--- src/rtl/bridge_pkg.sv ---
// Shared types and helpers for the H-bridge commutator: bridge modes, FSM states,
// per-mode gate/indicator maps and the ns-to-cycle conversion used for timer sizing.
package bridge_pkg;

  localparam int unsigned LEG_W = 4;

  typedef enum logic [2:0] {
    MODE_OFF       = 3'd0,
    MODE_PLUS      = 3'd1,
    MODE_MINUS     = 3'd2,
    MODE_BALLAST_P = 3'd3,
    MODE_BALLAST_N = 3'd4
  } bridge_mode_t;

  typedef enum logic [1:0] {
    S_OFF   = 2'd0,
    S_ON    = 2'd1,
    S_DEAD  = 2'd2,
    S_FAULT = 2'd3
  } state_t;

  // Codes 5..7 have no bridge meaning and are treated as a request to switch off.
  function automatic bridge_mode_t decode_mode(input logic [2:0] code);
    case (code)
      3'd1:    return MODE_PLUS;
      3'd2:    return MODE_MINUS;
      3'd3:    return MODE_BALLAST_P;
      3'd4:    return MODE_BALLAST_N;
      default: return MODE_OFF;
    endcase
  endfunction

  function automatic logic [LEG_W-1:0] mode_to_top(input bridge_mode_t m);
    case (m)
      MODE_PLUS:      return 4'b0001;
      MODE_MINUS:     return 4'b0010;
      MODE_BALLAST_P: return 4'b0100;
      MODE_BALLAST_N: return 4'b1000;
      default:        return 4'b0000;
    endcase
  endfunction

  function automatic logic [LEG_W-1:0] mode_to_bot(input bridge_mode_t m);
    case (m)
      MODE_PLUS:      return 4'b0010;
      MODE_MINUS:     return 4'b0001;
      MODE_BALLAST_P: return 4'b1000;
      MODE_BALLAST_N: return 4'b0100;
      default:        return 4'b0000;
    endcase
  endfunction

  // Indicator vector ordering: {pause_n, pause_p, minus, plus}.
  function automatic logic [3:0] mode_to_ind(input bridge_mode_t m);
    case (m)
      MODE_PLUS:      return 4'b0001;
      MODE_MINUS:     return 4'b0010;
      MODE_BALLAST_P: return 4'b0100;
      MODE_BALLAST_N: return 4'b1000;
      default:        return 4'b0000;
    endcase
  endfunction

  // Rounds up so the realised interval is never shorter than requested; at least one cycle.
  function automatic int unsigned ns_to_cyc(input longint unsigned freq, input longint unsigned ns);
    longint unsigned cyc;
    cyc = (freq * ns + 64'd999_999_999) / 64'd1_000_000_000;
    return (cyc == 64'd0) ? 32'd1 : 32'(cyc);
  endfunction

endpackage

--- src/rtl/bridge_commutator_sync_2ff.sv ---
// Two-flop synchronizer for asynchronous level inputs; reset value is parameterised
// so active-low fault lines come out of reset in their inactive state.
module sync_2ff #(
  parameter int unsigned       WIDTH   = 1,
  parameter logic [WIDTH-1:0]  RST_VAL = '0
) (
  input  logic             clk,
  input  logic             rst,
  input  logic [WIDTH-1:0] d,
  output logic [WIDTH-1:0] q
);

  logic [WIDTH-1:0] meta;

  always_ff @(posedge clk or posedge rst) begin
    if (rst) begin
      meta <= RST_VAL;
      q    <= RST_VAL;
    end else begin
      meta <= d;
      q    <= meta;
    end
  end

endmodule

--- src/rtl/bridge_commutator.sv ---
// H-bridge mode sequencer with enforced dead-time between commutations and latched
// driver-fault shutdown. Optional minimum on-time gating via BRIDGE_MIN_ON_EN.
module bridge_commutator
  import bridge_pkg::*;
#(
  parameter int unsigned FREQ      = 50_000_000,
  parameter int unsigned DEAD_NS   = 2000,
  parameter int unsigned MIN_ON_NS = 10000
) (
  input  logic             clk,
  input  logic             rst,
  input  logic             req_valid,
  input  logic [2:0]       req_mode,
  output logic             req_ready,
  input  logic [3:0]       err_n,
  input  logic             err_clr,
  output logic [LEG_W-1:0] top,
  output logic [LEG_W-1:0] bot,
  output logic             o_plus,
  output logic             o_minus,
  output logic             o_pause_p,
  output logic             o_pause_n,
  output logic             busy,
  output logic             fault,
  output logic [3:0]       fault_src
);

  localparam int unsigned DEAD_CYC = ns_to_cyc(64'(FREQ), 64'(DEAD_NS));
  localparam int unsigned DEAD_W   = $clog2(DEAD_CYC + 1);

`ifdef BRIDGE_MIN_ON_EN
  localparam int unsigned MIN_ON_CYC = ns_to_cyc(64'(FREQ), 64'(MIN_ON_NS));
  localparam int unsigned MIN_W      = $clog2(MIN_ON_CYC + 1);
  logic [MIN_W-1:0] min_q, min_d;
`endif

  state_t           state_q, state_d;
  bridge_mode_t     cur_q, cur_d;
  bridge_mode_t     tgt_q, tgt_d;
  bridge_mode_t     req_m;
  logic [DEAD_W-1:0] dead_q, dead_d;
  logic [3:0]       err_sync;
  logic [3:0]       src_d;
  logic [LEG_W-1:0] top_d, bot_d;
  logic [3:0]       ind_d;
  logic             ready_d, busy_d, fault_d;
  logic             accept, fault_any;

  sync_2ff #(.WIDTH(4), .RST_VAL(4'hF)) u_err_sync (
    .clk (clk),
    .rst (rst),
    .d   (err_n),
    .q   (err_sync)
  );

  assign req_m     = decode_mode(req_mode);
  assign accept    = req_valid & req_ready;
  assign fault_any = ~&err_sync;

  // State, timers and all registered outputs.
  always_ff @(posedge clk or posedge rst) begin
    if (rst) begin
      state_q   <= S_OFF;
      cur_q     <= MODE_OFF;
      tgt_q     <= MODE_OFF;
      dead_q    <= '0;
      fault_src <= '0;
      top       <= '0;
      bot       <= '0;
      o_plus    <= 1'b0;
      o_minus   <= 1'b0;
      o_pause_p <= 1'b0;
      o_pause_n <= 1'b0;
      busy      <= 1'b0;
      fault     <= 1'b0;
      req_ready <= 1'b1;
`ifdef BRIDGE_MIN_ON_EN
      min_q     <= '0;
`endif
    end else begin
      state_q   <= state_d;
      cur_q     <= cur_d;
      tgt_q     <= tgt_d;
      dead_q    <= dead_d;
      fault_src <= src_d;
      top       <= top_d;
      bot       <= bot_d;
      o_plus    <= ind_d[0];
      o_minus   <= ind_d[1];
      o_pause_p <= ind_d[2];
      o_pause_n <= ind_d[3];
      busy      <= busy_d;
      fault     <= fault_d;
      req_ready <= ready_d;
`ifdef BRIDGE_MIN_ON_EN
      min_q     <= min_d;
`endif
    end
  end

  // Next-state and next-output logic; fault overrides every other transition.
  always_comb begin
    state_d = state_q;
    cur_d   = cur_q;
    tgt_d   = tgt_q;
    dead_d  = dead_q;
    src_d   = fault_src;
`ifdef BRIDGE_MIN_ON_EN
    min_d   = min_q;
`endif

    if (fault_any) begin
      state_d = S_FAULT;
      cur_d   = MODE_OFF;
      dead_d  = '0;
      src_d   = fault_src | ~err_sync;
`ifdef BRIDGE_MIN_ON_EN
      min_d   = '0;
`endif
    end else begin
      case (state_q)
        S_OFF: begin
          if (accept && req_m != MODE_OFF) begin
            state_d = S_ON;
            cur_d   = req_m;
`ifdef BRIDGE_MIN_ON_EN
            min_d   = MIN_W'(MIN_ON_CYC);
`endif
          end
        end
        S_ON: begin
`ifdef BRIDGE_MIN_ON_EN
          if (min_q != '0) min_d = min_q - MIN_W'(1);
`endif
          if (accept && req_m != cur_q) begin
            state_d = S_DEAD;
            tgt_d   = req_m;
            cur_d   = MODE_OFF;
            dead_d  = DEAD_W'(DEAD_CYC);
          end
        end
        S_DEAD: begin
          if (dead_q <= DEAD_W'(1)) begin
            dead_d = '0;
            if (tgt_q != MODE_OFF) begin
              state_d = S_ON;
              cur_d   = tgt_q;
`ifdef BRIDGE_MIN_ON_EN
              min_d   = MIN_W'(MIN_ON_CYC);
`endif
            end else begin
              state_d = S_OFF;
              cur_d   = MODE_OFF;
            end
          end else begin
            dead_d = dead_q - DEAD_W'(1);
          end
        end
        S_FAULT: begin
          // Lines are known healthy here, so a clear strobe is honoured.
          if (err_clr) begin
            state_d = S_DEAD;
            tgt_d   = MODE_OFF;
            src_d   = '0;
            dead_d  = DEAD_W'(DEAD_CYC);
          end
        end
        default: state_d = S_OFF;
      endcase
    end

    top_d = '0;
    bot_d = '0;
    ind_d = '0;
    if (state_d == S_ON) begin
      top_d = mode_to_top(cur_d);
      bot_d = mode_to_bot(cur_d);
      ind_d = mode_to_ind(cur_d);
    end
    busy_d  = (state_d == S_DEAD);
    fault_d = (state_d == S_FAULT);
    ready_d = (state_d != S_DEAD);
`ifdef BRIDGE_MIN_ON_EN
    if (state_d == S_ON && min_d != '0) ready_d = 1'b0;
`endif
  end

endmodule

--- config.mk ---
export PLATFORM = sky130hd
export DESIGN_NAME = bridge_commutator
export DESIGN_NICKNAME = d
export VERILOG_FILES = /design/src/rtl/bridge_pkg.sv /design/src/rtl/bridge_commutator_sync_2ff.sv /design/src/rtl/bridge_commutator.sv
export SDC_FILE = /design/constraint.sdc
export NUM_CORES = 1
export LEC_CHECK = 0
export ABC_AREA = 1
export CAP_MARGIN = 0
export CORE_ASPECT_RATIO = 0.8
export CORE_MARGIN = 8
export CORE_UTILIZATION = 50
export CTS_CLUSTER_DIAMETER = 120
export DETAILED_ROUTE_END_ITERATION = 16
export GPL_TIMING_DRIVEN = 0
export PLACE_DENSITY = 0.76
export SYNTH_ARGS = -nofsm -noshare
export SYNTH_HDL_FRONTEND = slang
export SYNTH_HIERARCHICAL = 1
export SYNTH_SLANG_ARGS = --single-unit
--- constraint.sdc ---
create_clock -name clk -period 3.7 [get_ports clk]
set_clock_uncertainty 0.05 [all_clocks]
set_input_delay 0.74 -clock clk [delete_from_list [all_inputs] [get_ports clk]]
set_output_delay 0.74 -clock clk [all_outputs]
set_load 0.02 [all_outputs]
==> impl_metrics.csv <==
group,metric,value,unit
yosys,synth_nets,236,
power_and_ir_drop,power_switching,0.184,mW
yosys,synth_cell_types,25,
cells_and_area,most-common-layout-cells,"nand2_1 (58), clkdlybuf4s50_1 (29), inv_1 (28)",
worst_setup_path,r2r_end,"top[2]",
cells_and_area,syn_to_final_growth,25.1,%
power_and_ir_drop,power_frac_seq,49.4,%
worst_setup_path,required,3.86,ns
drt,antenna_left,0,
yosys,syn_inst,223,
yosys,yosysTopAreaCell,"dfrtp_1",
worst_setup_path,cp-startpoint,"req_mode[0]",
power_and_ir_drop,powerDensity,351,nW/um2
yosys,synth_seq_cells,34,
clock_tree,cts_hold_buf,0,
global_route,grt_pass1_wl,6300,um
floorplanning,rows,19,
worst_setup_path,criticalPathCategory,"primary input to flip-flop",
drt,drtIter0Drc,89,
power_and_ir_drop,p_int,0.615,mW
clock_tree,root_buffer,"clkbuf_8",
global_route,grt_util_all_layers,12.8,%
floorplanning,die_x,83.4,um
job,cap_violations,0,
sta,maxSlewHeadroom,37.0,%
power_and_ir_drop,swShare,23.0,%
place,place_hpwl,2800,um
sta,fmax,450,MHz
power_and_ir_drop,leakage,1.04,nW
cells_and_area,final_common_cell,"nand2_1",
drt,totalWireLength,3590,um
power_and_ir_drop,report.power.total,0.799,mW
sta,worst_pin_slew,0.944,ns
drt,vias,1517,
clock_tree,htreeDepth,2,
global_route,grt_remaining_overflow,0,
sta,maxSlewViolCount,0,
cells_and_area,n_fill_cell,286,
floorplanning,io_pins,30,
cells_and_area,layout-drive-gt1-share,20.8,%
clock_tree,clk_latency,0.28,ns
sta,grt_setup_unrepaired,"false",
yosys,syn-cell-area,1820,um2
clock_tree,clk_pin_slew,0.07,ns
cells_and_area,nets,272,
sta,fin_crit_sh,60.0,%
sta,hold_viol_final,0,
drt,viasPerCell,5.02,
global_route,grt_max_degree,27,
sta,setup_violations,0,
cells_and_area,antenna_cells,0,
global_route,grt_pass1_vias,1443,
drt,first_pass_iters,4,
worst_setup_path,ff2ff_path_depth,11,
clock_tree,cts_buffers,5,
floorplanning,die_y,69.9,um
floorplanning,start_util,52.7,%
yosys,synthTopCellsByArea,"dfrtp_1 (34%), dfstp_2 (13%), nand2_1 (12%)",
place,io_buffers,29,
yosys,ys_warn_count,6,
worst_setup_path,crit_fanout,7,
worst_setup_path,critPathArrivalTime,2.38,ns
power_and_ir_drop,ir_drop,0.361,mV
clock_tree,cts.sinks,34,
floorplanning,coreArea,3450,um2
worst_setup_path,cp-end-kind,"flip-flop",
hold_path,holdCritPathClass,"flip-flop to flip-flop",
status,status,"completed",
clock_tree,cts_tree,"built",
clock_tree,cts_resized,0,
clock_tree,clock_path_buffers,2,
worst_setup_path,r2r_start,"dead_q[1]",
clock_tree,postCtsSetupBuffers,0,
power_and_ir_drop,p_clk_share,42.0,%
global_route,antenna_found_initial,0,
floorplanning,die_area,5830,um2
yosys,synth_top_area_share,34.4,%
worst_setup_path,endpoint,"dead_q[4]",
place,gp_congestion,0.841,
power_and_ir_drop,combPwrFrac,8.6,%
sta,setup_tns,0,ns
drt,route.detailed.drc,0,
worst_setup_path,reg2reg_slack,1.96,ns
drt,wl_per_cell,11.9,um
yosys,ys_seq_area_share,47.4,%
worst_setup_path,startpoint_type,"primary input",
sta,layout_min_cycle_time,2.22,ns
yosys,syn_avg_cell_area,8.15,um2
-- metrics by stage --
step	worst slack, ns	instance area, um2	hold WS (ns)	cells	utilization, %
after floorplan	1.90	1820	0.295	223	-
after global placement	1.21	2160	0.296	294	62.7
after detailed placement	1.19	2160	0.297	294	62.7
after CTS	1.48	2270	0.308	302	66.0
after global routing	1.32	2270	0.310	302	66.0
final	1.48	2270	0.307	302	66.0
-- synthesized netlist by cell type (all sizes together) --
cell type and n:
a21oi 4, buf 8, clkinv 1, dfrtp 25, dfstp 9, ha 2
inv 33, nand2 67, nand3 21, nand4 8, nor2 23, nor3 1
o21ai 16, o21bai 1, or2 2, xor2 2
-- worst min path at each step --
stage | from | end | slack, ns | cells past startpoint
final | u_err_sync/meta[2] | u_err_sync/q[2] | 0.31 | 0
after global routing | u_err_sync/meta[2] | u_err_sync/q[2] | 0.31 | 0
after CTS | u_err_sync/meta[2] | u_err_sync/q[2] | 0.31 | 0
after detailed placement | u_err_sync/meta[2] | u_err_sync/q[2] | 0.30 | 0
after global placement | u_err_sync/meta[1] | u_err_sync/q[1] | 0.30 | 0
after floorplan | u_err_sync/meta[0] | u_err_sync/q[0] | 0.30 | 0
-- metal layers --
metal | GRT usage, % | part of all wire (%) | up-vias
met4 | 5.16 | 1.1 | 0
met3 | 5.68 | 8.5 | 4
met1 | 15.5 | 47 | 703
met2 | 19.5 | 44 | 43
met5 | 0 | 0 | -
li1 | - | - | 767
-- registers in the layout, indices dropped and copies added, names as in the netlist --
signal           count
dead_q               7
fault_src            4
u_err_sync/meta      4
u_err_sync/q         4
bot                  3
cur_q                3
tgt_q                3
state_q              2
busy                 1
fault                1
req_ready            1
top                  1
-- power groups by stage --
| stage | clock network [mW] | logic, mW | registers [mW] |
|---|---|---|---|
| floorplan | 0 | 0.0420 | 0.402 |
| global placement | 0 | 0.0684 | 0.401 |
| detailed placement | 0 | 0.0694 | 0.402 |
| CTS | 0.343 | 0.0698 | 0.395 |
| global route | 0.360 | 0.0784 | 0.396 |
| finish | 0.335 | 0.0689 | 0.395 |
-- cells by family after synthesis --
| logic type | after synthesis | share of synthesized area [%] |
|---|---|---|
| AO/OA/AOI/OAI | 21 | 6.74 |
| buffers and inverters | 42 | 10.3 |
| adder cells (fa/ha/maj) | 2 | 1.38 |
| AND/OR/NAND/NOR | 122 | 33.2 |
| XOR/XNOR | 2 | 0.964 |
| flip-flops | 34 | 47.4 |
-- area by class of cell --
cell class	instances	area [um2]	area share, %
sequential	34	862	37.9
multi-input combinational	147	768	33.8
timing repair buffer	29	290	12.8
inverter	34	128	5.61
clock inverter	3	45.0	1.98
buffer	8	60.1	2.64
clock buffer	5	68.8	3.03
tap	42	52.6	2.31
-- worst max-delay path, cell delays in order --
cell	delay, ns
clkdlybuf4s50_1	0.50
inv_1	0.06
nor2_1	0.18
nand2_1	0.08
nand2_1	0.09
nand3_2	0.10
nand2_2	0.12
nand2_1	0.08
nand2_1	0.07
nor2_2	0.05
nor2_4	0.17
nand2_1	0.07
o21ai_1	0.08
Note: power is estimated with default switching activity, not from simulation.
